===== src/rtl/dpu_layer_sequencer.sv =====
// Fully-connected layer sequencer: walks the output neurons one tile of NUM_UNITS
// lanes at a time through operand fetch, one DPU pass and result writeback.
module dpu_layer_sequencer #(
  parameter int NUM_UNITS = 16,
  parameter int TIMEOUT   = 1024
) (
  input  logic                 clk,
  input  logic                 reset,
  input  logic                 cmd_valid,
  output logic                 cmd_ready,
  input  logic [15:0]          cmd_num_outputs,
  output logic                 fetch_req,
  output logic [15:0]          fetch_tile,
  input  logic                 fetch_ack,
  output logic                 dpu_start,
  output logic [NUM_UNITS-1:0] dpu_active_units,
  input  logic                 dpu_done,
  output logic                 res_valid,
  input  logic                 res_ready,
  output logic [15:0]          res_tile,
  output logic [NUM_UNITS-1:0] res_mask,
  output logic                 busy,
  output logic                 layer_done,
  output logic                 err_timeout,
  output logic [2:0]           dbg_state
);
  // Handshakes: a transfer happens on the rising edge where both sides are high
  // (cmd_valid/cmd_ready, fetch_req/fetch_ack, res_valid/res_ready); the
  // requesting side holds its request and payload stable until that edge.
  localparam int LANE_W = $clog2(NUM_UNITS);
  localparam int CNT_W  = $clog2(TIMEOUT);
  localparam logic [CNT_W-1:0] CNT_LAST  = CNT_W'(TIMEOUT - 1);
  localparam logic [CNT_W-1:0] CNT_ABORT = CNT_W'(TIMEOUT - 2);

  typedef enum logic [2:0] {
    S_IDLE   = 3'd0,
    S_FETCH  = 3'd1,
    S_START  = 3'd2,
    S_WAIT   = 3'd3,
    S_WRITE  = 3'd4,
    S_FINISH = 3'd5
  } state_t;

  state_t                 r_state;
  state_t                 w_state_next;
  logic [15:0]            r_tile;
  logic [15:0]            r_last_tile;
  logic [NUM_UNITS-1:0]   r_last_mask;
  logic [CNT_W-1:0]       r_cnt;
  logic                   r_err;

  logic                   w_accept;
  logic                   w_tile_inc;
  logic                   w_abort;
  logic                   w_lanes_on;
  logic [15:0]            w_last_tile;
  logic [LANE_W-1:0]      w_rem;
  logic [NUM_UNITS-1:0]   w_last_mask;

  // Last tile index is (N-1)/NUM_UNITS; only meaningful for N > 0.
  assign w_last_tile = (cmd_num_outputs - 16'd1) >> LANE_W;
  assign w_rem       = cmd_num_outputs[LANE_W-1:0];

  always_comb begin
    w_last_mask = '0;
    for (int i = 0; i < NUM_UNITS; i++) begin
      w_last_mask[i] = (w_rem == '0) || (i < int'(w_rem));
    end
  end

  always_comb begin
    w_state_next = r_state;
    w_accept     = 1'b0;
    w_tile_inc   = 1'b0;
    w_abort      = 1'b0;
    case (r_state)
      S_IDLE: begin
        if (cmd_valid) begin
          w_accept     = 1'b1;
          w_state_next = (cmd_num_outputs == 16'd0) ? S_FINISH : S_FETCH;
        end
      end
      S_FETCH: if (fetch_ack) w_state_next = S_START;
      S_START: w_state_next = S_WAIT;
      S_WAIT: begin
        // done has priority over an abort in the same cycle
        if (dpu_done) begin
          w_state_next = S_WRITE;
        end else if (r_cnt == CNT_ABORT) begin
          w_abort      = 1'b1;
          w_state_next = S_IDLE;
        end
      end
      S_WRITE: begin
        if (res_ready) begin
          if (r_tile == r_last_tile) begin
            w_state_next = S_FINISH;
          end else begin
            w_tile_inc   = 1'b1;
            w_state_next = S_FETCH;
          end
        end
      end
      S_FINISH: w_state_next = S_IDLE;
      default:  w_state_next = S_IDLE;
    endcase
  end

  assign w_lanes_on       = (r_state == S_START) || (r_state == S_WAIT) || (r_state == S_WRITE);
  assign cmd_ready        = (r_state == S_IDLE);
  assign fetch_req        = (r_state == S_FETCH);
  assign fetch_tile       = fetch_req ? r_tile : 16'd0;
  assign dpu_start        = (r_state == S_START);
  assign dpu_active_units = !w_lanes_on ? '0 : ((r_tile == r_last_tile) ? r_last_mask : '1);
  assign res_valid        = (r_state == S_WRITE);
  assign res_tile         = res_valid ? r_tile : 16'd0;
  assign res_mask         = dpu_active_units;
  assign busy             = (r_state != S_IDLE);
  assign layer_done       = (r_state == S_FINISH);
  assign err_timeout      = r_err;
  assign dbg_state        = r_state;

  always_ff @(posedge clk or posedge reset) begin
    if (reset) begin
      r_state     <= S_IDLE;
      r_tile      <= 16'd0;
      r_last_tile <= 16'd0;
      r_last_mask <= '0;
      r_cnt       <= '0;
      r_err       <= 1'b0;
    end else begin
      r_state <= w_state_next;
      if (w_accept) begin
        r_tile      <= 16'd0;
        r_last_tile <= w_last_tile;
        r_last_mask <= w_last_mask;
        r_err       <= 1'b0;
      end else if (w_tile_inc && (r_tile != r_last_tile)) begin
        r_tile <= r_tile + 16'd1;
      end
      if (r_state == S_START) begin
        r_cnt <= '0;
      end else if ((r_state == S_WAIT) && (r_cnt != CNT_LAST)) begin
        r_cnt <= r_cnt + 1'b1;
      end
      if (w_abort) r_err <= 1'b1;
    end
  end
endmodule


===== config.mk =====
export PLATFORM = sky130hd
export DESIGN_NAME = dpu_layer_sequencer
export DESIGN_NICKNAME = d
export VERILOG_FILES = /design/src/rtl/dpu_layer_sequencer.sv
export SDC_FILE = /design/constraint.sdc
export NUM_CORES = 1
export LEC_CHECK = 0
export ABC_AREA = 0
export CORE_UTILIZATION = 64
export CTS_CLUSTER_DIAMETER = 40
export DETAILED_ROUTE_END_ITERATION = 12
export DONT_BUFFER_PORTS = 1
export HOLD_SLACK_MARGIN = 0.12
export PLACE_DENSITY_LB_ADDON = 0.08
export REMOVE_ABC_BUFFERS = 1
export SYNTH_ARGS = -nofsm -noshare
export SYNTH_HDL_FRONTEND = slang
export SYNTH_SLANG_ARGS = --single-unit

===== constraint.sdc =====
create_clock -name clk -period 2.6 [get_ports clk]
set_input_delay 0.26 -clock clk [delete_from_list [all_inputs] [get_ports clk]]
set_output_delay 0.26 -clock clk [all_outputs]
set_load 0.02 [all_outputs]

==> flow_metrics.env, run 1 <==
export IMPL_status="finished clean"
export IMPL_hold_class="input port to flip-flop"
export IMPL_die_area_um2=6030
export IMPL_postPlaceCellArea_um2=3760
export IMPL_fmaxAchievable_mhz=406
export IMPL_first_global_vias=2837
export IMPL_cpPeakStageDelay_ns=0.54
export IMPL_drc_errors=0
export IMPL_area_growth_pct=9.83
export IMPL_powerDensity_nw_per_um2=967
export IMPL_synth_cell_types=47
export IMPL_crit_path_end_kind="primary output"
export IMPL_skew_ns=0.00495
export IMPL_leakage_nw=1.95
export IMPL_die_h_um=77.7
export IMPL_drtAntennaViolNets=0
export IMPL_ys_ff_latch=58
export IMPL_syn_inst=436
export IMPL_worstSkewPairLatency_ns=0.33
export IMPL_maxSlewViolCount=0
export IMPL_vdd_ir_drop_max_mv=0.679
export IMPL_grt_max_degree=61
export IMPL_hold_violations=0
export IMPL_setup_violations=0
export IMPL_cts_root_buf="clkbuf_8"
export IMPL_async_reset_ff_frac=1.00
export IMPL_slowest_stage="or4_1"
export IMPL_avgViaCountPerCell=5.78
export IMPL_grt_first_pass_wirelength_um=13300
export IMPL_dp_hpwl_um=5340
export IMPL_ys_warnings_count=0
export IMPL_finalCriticalPeriod_ns=2.46
export IMPL_initial_core_util=0.666
export IMPL_core_um2=5510
export IMPL_fin_cells=520
export IMPL_synth_area_um2=3660
export IMPL_grt_overflow_total=0
export IMPL_crit_fanout=23
export IMPL_tightest_slew_ns=0.559
export IMPL_cp_num_buf_inv=2
export IMPL_ys_flop_type="dfrtp_1"
export IMPL_dpl_cell_count=494
export IMPL_h_tree_depth=3
export IMPL_first_iter_violations=133
export IMPL_period_share=0.948
export IMPL_max_cap_violations=0
export IMPL_rows=27
export IMPL_cp_cell_sequence="or4_1 -> nor4_2 -> nand4_2 -> buf_8 -> nor2_1 -> nor2_1 -> buf_4"
export IMPL_place_congestion=0.818
export IMPL_io_buffers=0
export IMPL_worstPathArrival_ns=2.20
export IMPL_drt_pass1_iter_count=4
export IMPL_layout_drive_gt1_share=0.121
export IMPL_crit_required_ns=2.34
export IMPL_syn_avg_cell_area_um2=8.41
export IMPL_grt_total_usage=0.284
export IMPL_n_antenna_cell=0
export IMPL_cts_tree="yes"
export IMPL_synth_seq_area_share=0.396
export IMPL_wl_um=7970
export IMPL_clock_sinks=58
export IMPL_cpLargestDelayFamily="simple AND/OR/NAND/NOR gates"
export IMPL_via_count=3005
export IMPL_fin_nets=469
export IMPL_clk_path_buf_depth=2
export IMPL_path_common_cell="nor2_1"
export IMPL_postCtsSetupBuffers=0
export IMPL_fp_dieW_um=77.7
export IMPL_final_area_um2=4030
export IMPL_cts_made_buffers=9
export IMPL_clk_pin_slew_ns=0.06
export IMPL_wire_per_inst_um=15.3
export IMPL_slew_headroom=0.624
export IMPL_synth_edf_count=0
export IMPL_critPathKind="flip-flop to primary output"
export IMPL_tns_ns=0
export IMPL_rsz0062_at_grt="false"
export IMPL_antenna_found_initial=0
export IMPL_ioPinCount=96
export IMPL_cp_start_kind="flip-flop"
-- cell usage in the layout, fill, tap and decap left out, types with 12 or more instances in the layout --
cell	instances
and2_1	34
buf_4	29
dfrtp_1	58
mux2i_1	13
nand2_1	42
nand3_1	14
nand4_1	12
nor2_1	74
o21ai_0	21
xor2_1	24
-- per-stage QoR --
step / worst slack (ns) / utilization / hold slack [ns] / power, W
2_1_floorplan: -0.171 / - / 0.396 / 0.00262
5_1_grt: 0.00594 / 0.731 / 0.130 / 0.00414
4_1_cts: 0.0276 / 0.730 / 0.120 / 0.00391
3_3_place_gp: 0.398 / 0.682 / 0.0857 / 0.00317
6_report: 0.136 / 0.731 / 0.125 / 0.00389
3_5_place_dp: 0.370 / 0.682 / 0.0874 / 0.00321
-- sequential cells by signal, indices dropped and copies added, names as in the netlist --
name         flops
err_timeout      1
dbg_state        3
r_cnt           10
r_last_tile     12
r_tile          16
r_last_mask     16
-- final cells by class --
type	instances	area [µm²]
clock buffers	11	131
flip-flops and latches	58	1450
well taps	72	90.1
inverters	6	22.5
clock inverters	4	20.0
multi-input cells	328	1970
fillers	432	1480
repair buffers	41	343
-- worst paths after layout --
path	from	endpoint	slack (ns)	cells past startpoint
worst max-delay path	r_tile[12]$_DFFE_PP0P_	res_mask[14]	0.14	7
worst min-delay path	cmd_num_outputs[14]	r_last_tile[10]$_DFFE_PP0P_	0.12	2
worst max register to register	dbg_state[2]$_DFFE_PP0P_	r_tile[10]$_DFFE_PP0P_	0.47	5
worst min register to register	r_last_mask[0]$_DFFE_PP0P_	r_last_mask[0]$_DFFE_PP0P_	0.48	1
max in group asynchronous	reset	r_tile[15]$_DFFE_PP0P_	1.67	3
min in group asynchronous	reset	r_last_mask[15]$_DFFE_PP0P_	0.32	2
-- cells by family after synthesis --
logic type | synth area share
DFF | 0.396
and+or+nand+nor | 0.320
muxes | 0.0386
buffers and inverters | 0.0693
xor gates and xnor gates | 0.0789
adders and majority gates | 0.0102
AOI/OAI and AO/OA | 0.0867
-- where the power goes --
group | leakage (nW) | total, W | switching, W | internal [W]
clock network | 0.0827 | 0.000677 | 0.000343 | 0.000334
logic | 1.12 | 0.00180 | 0.00116 | 0.000641
registers | 0.744 | 0.00142 | 0.000270 | 0.00115
-- worst reg2reg max path: cells and delay by family (launching register included) --
kind / cells / cell delay (ns)
and+or+nand+nor: 4 / 1.15
AOI/OAI and AO/OA: 1 / 0.17
DFF: 1 / 0.70
-- cell usage after synthesis (10+ instances only) --
master / count / area share
buf_4: 17 / 0.035
xor2_1: 24 / 0.057
clkbuf_1: 24 / 0.025
mux2i_1: 13 / 0.036
nor2_1: 74 / 0.076
nor3_1: 10 / 0.014
dfrtp_1: 58 / 0.40
nand2_1: 43 / 0.044
nand4_1: 12 / 0.020
nand2b_1: 10 / 0.017
o21ai_0: 21 / 0.029
nand3_1: 14 / 0.019
and2_1: 34 / 0.058
-- what timing repair did --
action | 4_1_cts | 5_1_grt
hold buffers | 11 | 0
endpoints found under the setup margin | 2 | 32
hold endpoints to repair | 70 | 0
pin swaps | 0 | 2
resized for setup | 1 | 1
-- routing by layer --
| layer | track usage | part of all wire | up-vias |
|---|---|---|---|
| met5 | 0 | 0 | - |
| met4 | 0.134 | 0.020 | 0 |
| met3 | 0.0553 | 0.056 | 14 |
| met2 | 0.475 | 0.49 | 99 |
| met1 | 0.354 | 0.43 | 1427 |
| li1 | - | - | 1465 |
Power figures use the tool's default switching activity.
==> run 2: changes to the inputs <==
--- a/config.mk
+++ b/config.mk
@@ -6,10 +6,9 @@
 export NUM_CORES = 1
 export LEC_CHECK = 0
 export ABC_AREA = 0
-export CORE_UTILIZATION = 64
+export CORE_UTILIZATION = 49
 export CTS_CLUSTER_DIAMETER = 40
 export DETAILED_ROUTE_END_ITERATION = 12
-export DONT_BUFFER_PORTS = 1
 export HOLD_SLACK_MARGIN = 0.12
 export PLACE_DENSITY_LB_ADDON = 0.08
 export REMOVE_ABC_BUFFERS = 1
==> flow_metrics.env, run 2 (synthesis gave the netlist of run 1 again) <==
export IMPL_status="finished clean"
export IMPL_grt_overflow_total=0
export IMPL_cts_tree="yes"
export IMPL_final_cell_mix="73 x nor2_1, 63 x clkdlybuf4s50_1, 58 x dfrtp_1, 42 x nand2_1, 34 x and2_1"
export IMPL_cp_start_kind="flip-flop"
export IMPL_post_place_ws_ns=0.0177
export IMPL_antenna_found_initial=0
export IMPL_ioPinCount=96
export IMPL_max_cap_violations=0
export IMPL_die_h_um=88.5
export IMPL_grt_max_degree=59
export IMPL_slew_headroom=0.555
export IMPL_setup_violations=0
export IMPL_place_congestion=0.831
export IMPL_grt_first_pass_wirelength_um=14100
export IMPL_area_growth_pct=30.2
export IMPL_first_global_vias=2997
export IMPL_wl_um=8610
export IMPL_n_antenna_cell=0
export IMPL_postCtsSetupBuffers=0
export IMPL_cts_made_buffers=9
export IMPL_initial_core_util=0.505
export IMPL_dp_hpwl_um=6300
export IMPL_largestRegisters="r_last_mask (16), r_tile (16), r_last_tile (12)"
export IMPL_hold_violations=0
export IMPL_fp_dieW_um=88.5
export IMPL_finalCriticalPeriod_ns=2.43
export IMPL_crit_required_ns=2.34
export IMPL_maxSlewViolCount=0
export IMPL_grt_total_usage=0.237
export IMPL_p_int_w=0.00237
export IMPL_postPlaceCellArea_um2=4750
export IMPL_swShare=0.443
export IMPL_rsz0062_at_grt="false"
export IMPL_clkPwrFrac=0.190
export IMPL_layout_drive_gt1_share=0.162
export IMPL_skew_ns=0.00932
export IMPL_fmaxAchievable_mhz=411
export IMPL_period_share=0.936
export IMPL_vdd_ir_drop_max_mv=0.556
export IMPL_final_common_cell="nor2_1"
export IMPL_path_common_cell="nor2_1"
export IMPL_core_um2=7250
export IMPL_cpLargestDelayFamily="simple AND/OR/NAND/NOR gates"
export IMPL_slowest_stage="or4_1"
export IMPL_switching_power_w=0.00188
export IMPL_wire_per_inst_um=13.7
export IMPL_fin_nets=551
export IMPL_cts_root_buf="clkbuf_8"
export IMPL_h_tree_depth=3
export IMPL_critPathKind="flip-flop to primary output"
export IMPL_final_area_um2=4770
export IMPL_cpPeakStageDelay_ns=0.53
export IMPL_p_comb_frac=0.495
export IMPL_finalWorstSetupSlack_ns=0.167
export IMPL_seqPwrFrac=0.315
export IMPL_leakage_nw=2.29
export IMPL_drt_pass1_iter_count=6
export IMPL_rows=31
export IMPL_worstPathArrival_ns=2.17
export IMPL_avgViaCountPerCell=5.28
export IMPL_crit_fanout=23
export IMPL_tightest_slew_ns=0.667
export IMPL_clock_sinks=58
export IMPL_powerDensity_nw_per_um2=890
export IMPL_worstSkewPairLatency_ns=0.34
export IMPL_die_area_um2=7830
export IMPL_via_count=3325
export IMPL_cp_num_buf_inv=2
export IMPL_hold_class="input port to asynchronous set/reset pin"
export IMPL_first_iter_violations=150
export IMPL_drtAntennaViolNets=0
export IMPL_crit_path_end_kind="primary output"
export IMPL_drc_errors=0
export IMPL_clk_path_buf_depth=2
export IMPL_clk_pin_slew_ns=0.07
export IMPL_cp_cell_sequence="or4_1 -> nor4_2 -> nand4_2 -> buf_12 -> nor2_1 -> nor2_1 -> buf_2"
export IMPL_io_buffers=95
run 2: worst register-to-register path, delay by kind of cell, from the launching register on:
family                 cells  cell delay [ns]
and+or+nand+nor            4             0.92
buffers and inverters      2             0.51
DFF                        1             0.45
AOI/OAI and AO/OA          1             0.09
run 2: layout make-up:
type | instances | area, µm²
Multi-Input combinational cell | 328 | 1960
Fill cell | 620 | 2480
Sequential cell | 58 | 1450
Clock inverter | 6 | 57.6
Tap cell | 99 | 124
Inverter | 6 | 22.5
Timing Repair Buffer | 123 | 1030
Clock buffer | 10 | 128
run 2: path summary, 6_finish.rpt:
kind,startpoint,to,slack [ns],cells after the start
max reg2reg,dbg_state[1]$_DFFE_PP0P_,r_tile[10]$_DFFE_PP0P_,0.53,7
max,r_tile[15]$_DFFE_PP0P_,res_mask[4],0.17,7
max in group asynchronous,reset,r_tile[10]$_DFFE_PP0P_,2.04,3
min,reset,r_cnt[7]$_DFFE_PP0P_,0.28,3
min in group clk,r_last_mask[0]$_DFFE_PP0P_,r_last_mask[0]$_DFFE_PP0P_,0.48,1
min reg2reg,r_last_mask[0]$_DFFE_PP0P_,r_last_mask[0]$_DFFE_PP0P_,0.48,1
run 2: through the flow:
step	util	power, W	cells	hold WS, ns	TNS (ns)
global route	0.658	0.00455	630	0.331	0
floorplan	-	0.00262	392	0.396	-1.17
detailed placement	0.654	0.00379	614	0.463	0
finish	0.658	0.00425	630	0.282	0
CTS	0.658	0.00428	630	0.313	0
global placement	0.654	0.00374	614	0.456	0
run 2: timing repair:
action,4_1_cts,5_1_grt
pin swaps,0,2
hold buffers,0,0
setup endpoints to repair,32,32
resized for setup,128,1
run 2: power by group through the flow:
stage	clock network [W]	registers, W	logic [W]
floorplan	0	0.00136	0.00126
global placement	0	0.00135	0.00239
detailed placement	0	0.00135	0.00244
CTS	0.000826	0.00134	0.00212
global route	0.000875	0.00136	0.00231
finish	0.000806	0.00134	0.00210
run 2: routing by layer:
layer	vias up	wire length [µm]	GRT usage
met2	94	4200	0.402
met4	0	216	0.113
met1	1585	3790	0.290
li1	1628	-	-
met3	18	399	0.0438
met5	-	0	0
==> run 3: changes to the inputs <==
--- a/config.mk
+++ b/config.mk
@@ -6,7 +6,7 @@
 export NUM_CORES = 1
 export LEC_CHECK = 0
 export ABC_AREA = 0
-export CORE_UTILIZATION = 49
+export CORE_UTILIZATION = 53
 export CTS_CLUSTER_DIAMETER = 40
 export DETAILED_ROUTE_END_ITERATION = 12
 export HOLD_SLACK_MARGIN = 0.12
==> constraint.sdc (replaced) <==
create_clock -name clk -period 2.85 [get_ports clk]
set_input_delay 0.285 -clock clk [delete_from_list [all_inputs] [get_ports clk]]
set_output_delay 0.285 -clock clk [all_outputs]
set_load 0.02 [all_outputs]
==> flow_metrics.env, run 3 (synthesis gave the netlist of run 1 again) <==
export IMPL_status="finished clean"
export IMPL_die_area_um2=7250
export IMPL_cpLargestDelayFamily="simple AND/OR/NAND/NOR gates"
export IMPL_grt_first_pass_wirelength_um=14200
export IMPL_cts_made_buffers=9
export IMPL_cpPeakStageDelay_ns=0.56
export IMPL_h_tree_depth=3
export IMPL_holdBufCountCts=0
export IMPL_worstSkewPairLatency_ns=0.33
export IMPL_slew_headroom=0.303
export IMPL_via_count=3277
export IMPL_multiInputGateArea_um2=1960
export IMPL_leakage_nw=2.24
export IMPL_cts_tree="yes"
export IMPL_maxSlewViolCount=0
export IMPL_critPathKind="flip-flop to primary output"
export IMPL_cp_cell_sequence="or4_1 -> nor4_2 -> nand4_2 -> buf_4 -> nor2_1 -> nor2_1 -> dlygate4sd2_1"
export IMPL_tightest_slew_ns=1.04
export IMPL_grt_max_degree=60
export IMPL_grt_total_usage=0.250
export IMPL_seqCellArea_um2=1450
export IMPL_ioPinCount=96
export IMPL_rsz0062_at_grt="true"
export IMPL_total_power_w=0.00408
export IMPL_cp_start_kind="flip-flop"
export IMPL_path_common_cell="nor2_1"
export IMPL_place_congestion=0.831
export IMPL_slowest_stage="or4_1"
export IMPL_fp_dieW_um=85.2
export IMPL_clk_path_buf_depth=2
export IMPL_rows=29
export IMPL_first_iter_violations=180
export IMPL_grt_overflow_total=0
export IMPL_cts_root_buf="clkbuf_8"
export IMPL_clk_pin_slew_ns=0.07
export IMPL_hold_class="input port to asynchronous set/reset pin"
export IMPL_clock_sinks=58
export IMPL_skew_ns=0.00802
export IMPL_first_global_vias=3028
export IMPL_layout_drive_gt1_share=0.139
export IMPL_finalCriticalPeriod_ns=2.77
export IMPL_drc_errors=0
export IMPL_antenna_found_initial=0
export IMPL_cp_num_buf_inv=2
export IMPL_tns_ns=0
export IMPL_worstPathArrival_ns=2.48
export IMPL_dp_hpwl_um=6140
export IMPL_wire_per_inst_um=14.3
export IMPL_period_share=0.971
export IMPL_core_um2=6490
export IMPL_io_buffers=95
export IMPL_postCtsSetupBuffers=0
export IMPL_max_cap_violations=0
export IMPL_avgViaCountPerCell=5.50
export IMPL_n_fill_cell=493
export IMPL_hold_violations=0
export IMPL_crit_required_ns=2.57
export IMPL_fmaxAchievable_mhz=361
export IMPL_setup_violations=0
export IMPL_wl_um=8510
export IMPL_area_growth_pct=28.3
export IMPL_largestRegisters="r_last_mask (16), r_tile (16), r_last_tile (12)"
export IMPL_final_common_cell="nor2_1"
export IMPL_fin_nets=539
export IMPL_initial_core_util=0.564
export IMPL_crit_path_end_kind="primary output"
export IMPL_final_cell_mix="74 x nor2_1, 63 x clkdlybuf4s50_1, 58 x dfrtp_1, 42 x nand2_1, 34 x and2_1"
export IMPL_drtAntennaViolNets=0
export IMPL_die_h_um=85.2
export IMPL_n_antenna_cell=0
export IMPL_crit_fanout=23
export IMPL_drt_pass1_iter_count=5
export IMPL_vdd_ir_drop_max_mv=0.697
export IMPL_powerDensity_nw_per_um2=867
[run 3: final timing paths]
path	depth (start not counted)	from	endpoint	slack [ns]
max	7	r_tile[15]$_DFFE_PP0P_	dpu_active_units[6]	0.08
min	2	reset	r_cnt[7]$_DFFE_PP0P_	0.37
max reg2reg	6	dbg_state[1]$_DFFE_PP0P_	r_last_mask[5]$_DFFE_PP0P_	0.71
min reg2reg	2	r_last_mask[7]$_DFFE_PP0P_	r_last_mask[7]$_DFFE_PP0P_	0.49
max in group asynchronous	3	reset	r_tile[14]$_DFFE_PP0P_	1.80
min in group clk	2	r_last_mask[7]$_DFFE_PP0P_	r_last_mask[7]$_DFFE_PP0P_	0.49
[run 3: per-layer routing]
metal,up-vias,part of all wire,global-route usage
li1,1610,-,-
met1,1548,0.43,0.309
met2,112,0.52,0.433
met3,7,0.047,0.0496
met4,0,0.010,0.0924
met5,-,0,0
[run 3: layout make-up]
type	instances	share of cell area
clock buffers	11	0.0322
clock inverters	5	0.0213
inverters	6	0.00479
multi-input cells	328	0.417
flip-flops and latches	58	0.309
well taps	77	0.0205
repair buffers	111	0.195
[run 3: report_power, final]
part	switching (W)	internal (W)	leakage (nW)
Clock	0.000327	0.000626	0.129
Sequential	0.000197	0.00105	0.744
Combinational	0.00120	0.000683	1.37
Total	0.00172	0.00236	2.24
[run 3: repair_timing]
action                                  CTS  global route
endpoints found under the setup margin   32            32
resized for setup                        32            60
pin swaps                                 0             0
cloned                                    0             0
[run 3: stage by stage]
stage	cell area [µm²]	utilization	setup slack, ns	instances	hold WS (ns)
6_report	4700	0.724	0.0820	596	0.370
5_1_grt	4700	0.724	-0.0591	596	0.436
4_1_cts	4810	0.741	0.0226	596	0.387
3_5_place_dp	4600	0.709	0.174	580	0.462
3_3_place_gp	4600	0.709	0.231	580	0.452
2_1_floorplan	3430	-	0.0786	392	0.421
[run 3: worst reg2reg max path: cells and delay by family (launching register included)]
kind | cells | cell delay, ns
simple gates | 3 | 1.02
flops | 1 | 0.46
buf+inv | 2 | 0.46
compound gates | 1 | 0.14
==> RTL change 1: new RTL, flow settings as in run 2 <==
Reset style: synchronous (`reset`), changed in one clocked block.
--- a/src/rtl/dpu_layer_sequencer.sv
+++ b/src/rtl/dpu_layer_sequencer.sv
@@ -120,7 +120,7 @@
   assign err_timeout      = r_err;
   assign dbg_state        = r_state;
 
-  always_ff @(posedge clk or posedge reset) begin
+  always_ff @(posedge clk) begin
     if (reset) begin
       r_state     <= S_IDLE;
       r_tile      <= 16'd0;
Formal check against the unedited RTL: differs if reset is asserted again (counterexample within 4 cycles, from zero or initial values and one cycle with reset high); with reset held inactive, the same outputs for 10 cycles.
==> RTL change 1 against run 2 <==
Count of clock-buffer cells in the layout increased by 3. Critical path depth unchanged. Sequential cell count unchanged. Setup slack got worse by 150 ps. Design area decreased by 1.8%. Non-clock buffer count unchanged. Synthesized area decreased by 3.6%. Global-route usage increased by 1.3 points. Via count increased by 5.1%. Wire length increased by 6.2%. Critical path type unchanged. Largest cell class unchanged.
Power is not compared: it rests on default switching activity, and its combinational part moved more than twofold at a synthesized area within 25%.
==> RTL change 1: results (changes against run 2) <==
| Metric | Value |
|---|---|
| Fraction of registers with async set/reset | `0% (was 100%)` |
| Critical Path Start | `r_tile[12]$_SDFFE_PP0P_ (was r_tile[15]$_DFFE_PP0P_)` |
| Skew final | `7.26 ps (was 9.32 ps)` |
| Vias in the first global route | `3185 (was 2997)` |
| Dpl cell area | `4530 µm² (was 4750 µm²)` |
| Largest cells by area after synthesis | `dfxtp_1 33%, nor2_1 9.2%, xor2_1 6.2% (was dfrtp_1 40%, nor2_1 7.6%, and2_1 5.8%)` |
| Placer Congestion | `0.898 (was 0.831)` |
| Pre-Repair DR Iteration Count | `4 (was 6)` |
| Crit-path max FO | `8 (was 23)` |
| Arr. time, crit path | `2320 ps (was 2170 ps)` |
| Hold path depth | `2` |
| Net count, final | `560 (was 551)` |
| Leakage | `0.00198 µW` |
| CP endpoint | `dpu_active_units[7] (was res_mask[4])` |
| Met2 Routed Length | `4470 µm (was 4200 µm)` |
| Seq/Total Area, Yosys | `32.9% (was 39.6%)` |
| R2r endpoint | `r_tile[12]$_SDFFE_PP0P_ (was r_tile[10]$_DFFE_PP0P_)` |
| Max frequency | `387 MHz (was 411 MHz)` |
| Status | `finished clean (unchanged)` |
| Synth Instances | `448 (was 436)` |
| Distinct cells, synth | `58 (was 47)` |
| Routed met3 length | `524 µm (was 399 µm)` |
| # H-tree levels | `3 (unchanged)` |
| Max VDD drop | `363 µV` |
| Share of cells above drive strength 1 | `21.1% (was 16.2%)` |
| Wl on met1 | `3950 µm (was 3790 µm)` |
| Inst Count DP | `616 (was 614)` |
| Min-Delay Path Class | `reg2reg (was in2async)` |
| GRT Overall Usage | `24.9% (was 23.7%)` |
| Worst hold slack | `457 ps (was 282 ps)` |
| Initial DRC Count | `126 (was 150)` |
| Reg2Reg Depth | `8 (was 7)` |
| Register-to-register setup slack | `440 ps (was 530 ps)` |
| Wire length of the first global-routing pass | `14800 µm (was 14100 µm)` |
| Via count | `3496 (was 3325)` |
| Max Root-Sink Buffers | `2 (unchanged)` |
| Routed len/inst | `14.4 µm (was 13.7 µm)` |
| I/O Buffers | `95 (unchanged)` |
| Synth cell count leaders | `87 x nor2_1, 58 x dfxtp_1, 31 x and2_1 (was 74 x nor2_1, 58 x dfrtp_1, 43 x nand2_1)` |
| Pre-CTS setup slack | `113 ps (was 17.7 ps)` |
| Fin cells | `636 (was 630)` |
| Regs by FF count | `r_last_mask (16), r_tile (16), r_last_tile (12) (unchanged)` |
| Detailed placement HPWL | `6470 µm (was 6300 µm)` |
| Worst-path clk slew | `70 ps (about the same)` |
| Post-route DRC violation count | `0 (unchanged)` |
| Largest net degree at the start of global routing | `33 (was 59)` |
| Antenna diode count | `0 (unchanged)` |
| Slew HR | `58.4% (was 55.5%)` |
| Initial antenna violation count | `0 (unchanged)` |
==> RTL change 1: changes by cell type after synthesis, moves of 6 or more <==
cell      before  now
dfrtp_1       58    0
dfxtp_1        0   58
nand2_1       43   29
nor2_1        74   87
mux2i_1       13    2
a211oi_1       1   11
nand2b_1      10    1
o21ai_0       21   12
or3_1          0    8
a21oi_2        0    6
a311oi_1       1    7
==> RTL change 1: what timing repair did <==
item                                    CTS  global route
buffers inserted                          1             2
cloned                                    1             0
endpoints found under the setup margin   32            42
pin swaps                                 2             3
resized for setup                        65            69
==> RTL change 1: worst max-delay path, stage by stage (launching register included) <==
cell	delay [ps]
dfxtp_2	320
or4_4	540
nor4_4	300
nand4_4	180
buf_12	190
nor2_1	80
nor2_1	50
dlygate4sd2_1	320
==> RTL change 1: worst min path at each step <==
stage / end / startpoint
floorplan: r_last_mask[15]$_SDFFE_PP0P_ / reset
global placement: r_last_mask[11]$_SDFFE_PP0P_ / r_last_mask[11]$_SDFFE_PP0P_
detailed placement: r_last_mask[11]$_SDFFE_PP0P_ / r_last_mask[11]$_SDFFE_PP0P_
CTS: r_last_mask[11]$_SDFFE_PP0P_ / r_last_mask[11]$_SDFFE_PP0P_
global route: r_last_mask[11]$_SDFFE_PP0P_ / r_last_mask[11]$_SDFFE_PP0P_
finish: r_last_mask[11]$_SDFFE_PP0P_ / r_last_mask[11]$_SDFFE_PP0P_
==> RTL change 1: power by group through the flow <==
stage | clock (µW) | sequential (µW) | combinational, µW
after detailed placement | 0 | 1020 | 935
after floorplan | 0 | 1020 | 487
after global routing | 834 | 1020 | 998
final | 796 | 1010 | 924
after global placement | 0 | 1020 | 921
after CTS | 804 | 1000 | 922
==> RTL change 1: layer usage <==
| metal | track usage [%] | vias up |
|---|---|---|
| met5 | 0 | - |
| met3 | 4.74 | 18 |
| met4 | 13.0 | 0 |
| li1 | - | 1718 |
| met1 | 29.3 | 1630 |
| met2 | 43.1 | 130 |
==> RTL change 1: cell families after synthesis <==
logic type / Yosys count / synth area share, %
buffers and inverters: 55 / 8.89
and+or+nand+nor: 232 / 35.5
adders and majority gates: 3 / 1.06
muxes: 3 / 0.886
xor gates and xnor gates: 30 / 7.44
AOI/OAI and AO/OA: 67 / 13.3
DFF: 58 / 32.9
==> RTL change 1: layout make-up <==
class                   instances  area [µm²]
repair buffers                123        1080
clock inverters                 3        40.0
flip-flops and latches         58        1160
well taps                      96         120
clock buffers                  13         139
inverters                       8        30.0
fillers                       613        2180
multi-input cells             335        2120
==> RTL change 2: new RTL, config.mk and constraints of run 2 <==
Made on the original files. `TIMEOUT`: 1024 -> 512.
--- a/src/rtl/dpu_layer_sequencer.sv
+++ b/src/rtl/dpu_layer_sequencer.sv
@@ -2,7 +2,7 @@
 // lanes at a time through operand fetch, one DPU pass and result writeback.
 module dpu_layer_sequencer #(
   parameter int NUM_UNITS = 16,
-  parameter int TIMEOUT   = 1024
+  parameter int TIMEOUT   = 512
 ) (
   input  logic                 clk,
   input  logic                 reset,
Function: no difference found for any inputs over 10 cycles, from zero or initial values and one cycle with reset high; that may be too few to reach the edited logic, so the function may still have changed.
==> RTL change 2 against run 2 <==
Final cell count increased by 4.0%. Die area decreased by 0.14%. Count of clock-buffer cells in the layout unchanged. Design area increased by 0.92%. Wire length increased by 7.8%. Power decreased by 3.9%. Sequential cell count decreased by 1. Synthesized area decreased by 0.14%. Worst hold slack improved by 170 ps. Global-route usage increased by 1.4 points. Setup slack got worse by 65 ps. Sequential share of layout area decreased by 0.80 points. Largest power group unchanged. Highest routed layer unchanged.
==> RTL change 2: results (changes against run 2) <==
| Metric | Value |
|---|---|
| Status | `finished clean (unchanged)` |
| Initial DRC Count | `245 (was 150)` |
| GRT Overall Usage | `25.0% (was 23.7%)` |
| Crit-path max FO | `4 (was 23)` |
| # resized after CTS | `35 (was 128)` |
| Register-to-register setup slack | `430 ps (was 530 ps)` |
| Distinct cells, synth | `46 (was 47)` |
| Vias per inst | `5.44 (was 5.28)` |
| Share of cells above drive strength 1 | `17.8% (was 16.2%)` |
| Arr. time, crit path | `2240 ps (was 2170 ps)` |
| Total wire length | `9290 µm (was 8610 µm)` |
| Inst Count DP | `635 (was 614)` |
| Largest cells by area after synthesis | `dfrtp_1 39%, nor2_1 7.7%, nand2_1 5.2% (was dfrtp_1 40%, nor2_1 7.6%, and2_1 5.8%)` |
| R2r endpoint | `dbg_state[2]$_DFFE_PP0P_ (was r_tile[10]$_DFFE_PP0P_)` |
| PD cells | `847 nW/µm² (was 890 nW/µm²)` |
| Vias in the first global route | `3133 (was 2997)` |
| Worst hold slack | `454 ps (was 282 ps)` |
| Synth Area in Compound Gates | `12.3% (was 8.67%)` |
| Placer Congestion | `0.847 (was 0.831)` |
| XOR/XNOR Fraction of Synth Area | `6.22% (was 7.89%)` |
| Synth cell count leaders | `75 x nor2_1, 57 x dfrtp_1, 51 x nand2_1 (was 74 x nor2_1, 58 x dfrtp_1, 43 x nand2_1)` |
| Pre-Repair DR Iteration Count | `5 (was 6)` |
| Net count, final | `577 (was 551)` |
| Seq/Total Area, Yosys | `39.0% (was 39.6%)` |
| Fin cells | `655 (was 630)` |
| Antenna diode count | `0 (unchanged)` |
| CP endpoint | `dpu_active_units[5] (was res_mask[4])` |
| Slew HR | `50.7% (was 55.5%)` |
| Skew final | `6.09 ps (was 9.32 ps)` |
| P_comb | `1930 µW (was 2100 µW)` |
| Pre-CTS setup slack | `-31.2 ps (was 17.7 ps)` |
| Dpl cell area | `4720 µm² (was 4750 µm²)` |
| Final worst slack | `101 ps (was 167 ps)` |
| Post-CTS Setup Bufs | `1 (was 0)` |
| Max VDD drop | `542 µV (was 556 µV)` |
| P_seq | `1300 µW (was 1340 µW)` |
| Reg2Reg Depth | `8 (was 7)` |
| CP peak stage delay | `570 ps (was 530 ps)` |
| Wire length of the first global-routing pass | `14900 µm (was 14100 µm)` |
| # H-tree levels | `3 (unchanged)` |
| Largest net degree at the start of global routing | `58 (was 59)` |
| Leakage | `0.00222 µW (was 0.00229 µW)` |
| Sw frac | `43.8% (was 44.3%)` |
| Max Root-Sink Buffers | `2 (unchanged)` |
| Worst r2r src | `r_tile[15]$_DFFE_PP0P_ (was dbg_state[1]$_DFFE_PP0P_)` |
| Fillers | `639 (was 620)` |
| Mux cell area share after synthesis | `1.13% (was 3.86%)` |
| Detailed placement HPWL | `6510 µm (was 6300 µm)` |
## RTL change 2: cell types whose count changed after synthesis, moves of 6 or more
cell             run 2  this run
a21oi_1              6        16
a31o_2               1         7
and3_1               9        19
and2_1              34        19
mux2i_1             13         3
nand2b_1            10         4
nand2_1             43        51
## RTL change 2: final cells by class
type                       instances  area [µm²]  share of cell area, %
clock buffer                      10         138                   2.86
clock inverter                     6        67.6                   1.40
inverter                           8        30.0                  0.623
multi-input combinational        343        1960                   40.6
sequential                        57        1430                   29.6
tap                               99         124                   2.57
timing repair buffer             132        1070                   22.3
## RTL change 2: routing by layer
| layer | track usage [%] | vias up | share of wire, % |
|---|---|---|---|
| met2 | 41.3 | 141 | 47 |
| met5 | 0 | - | 0 |
| met1 | 32.9 | 1667 | 45 |
| met4 | 8.06 | 0 | 1.6 |
| met3 | 5.32 | 15 | 6.0 |
| li1 | - | 1743 | - |
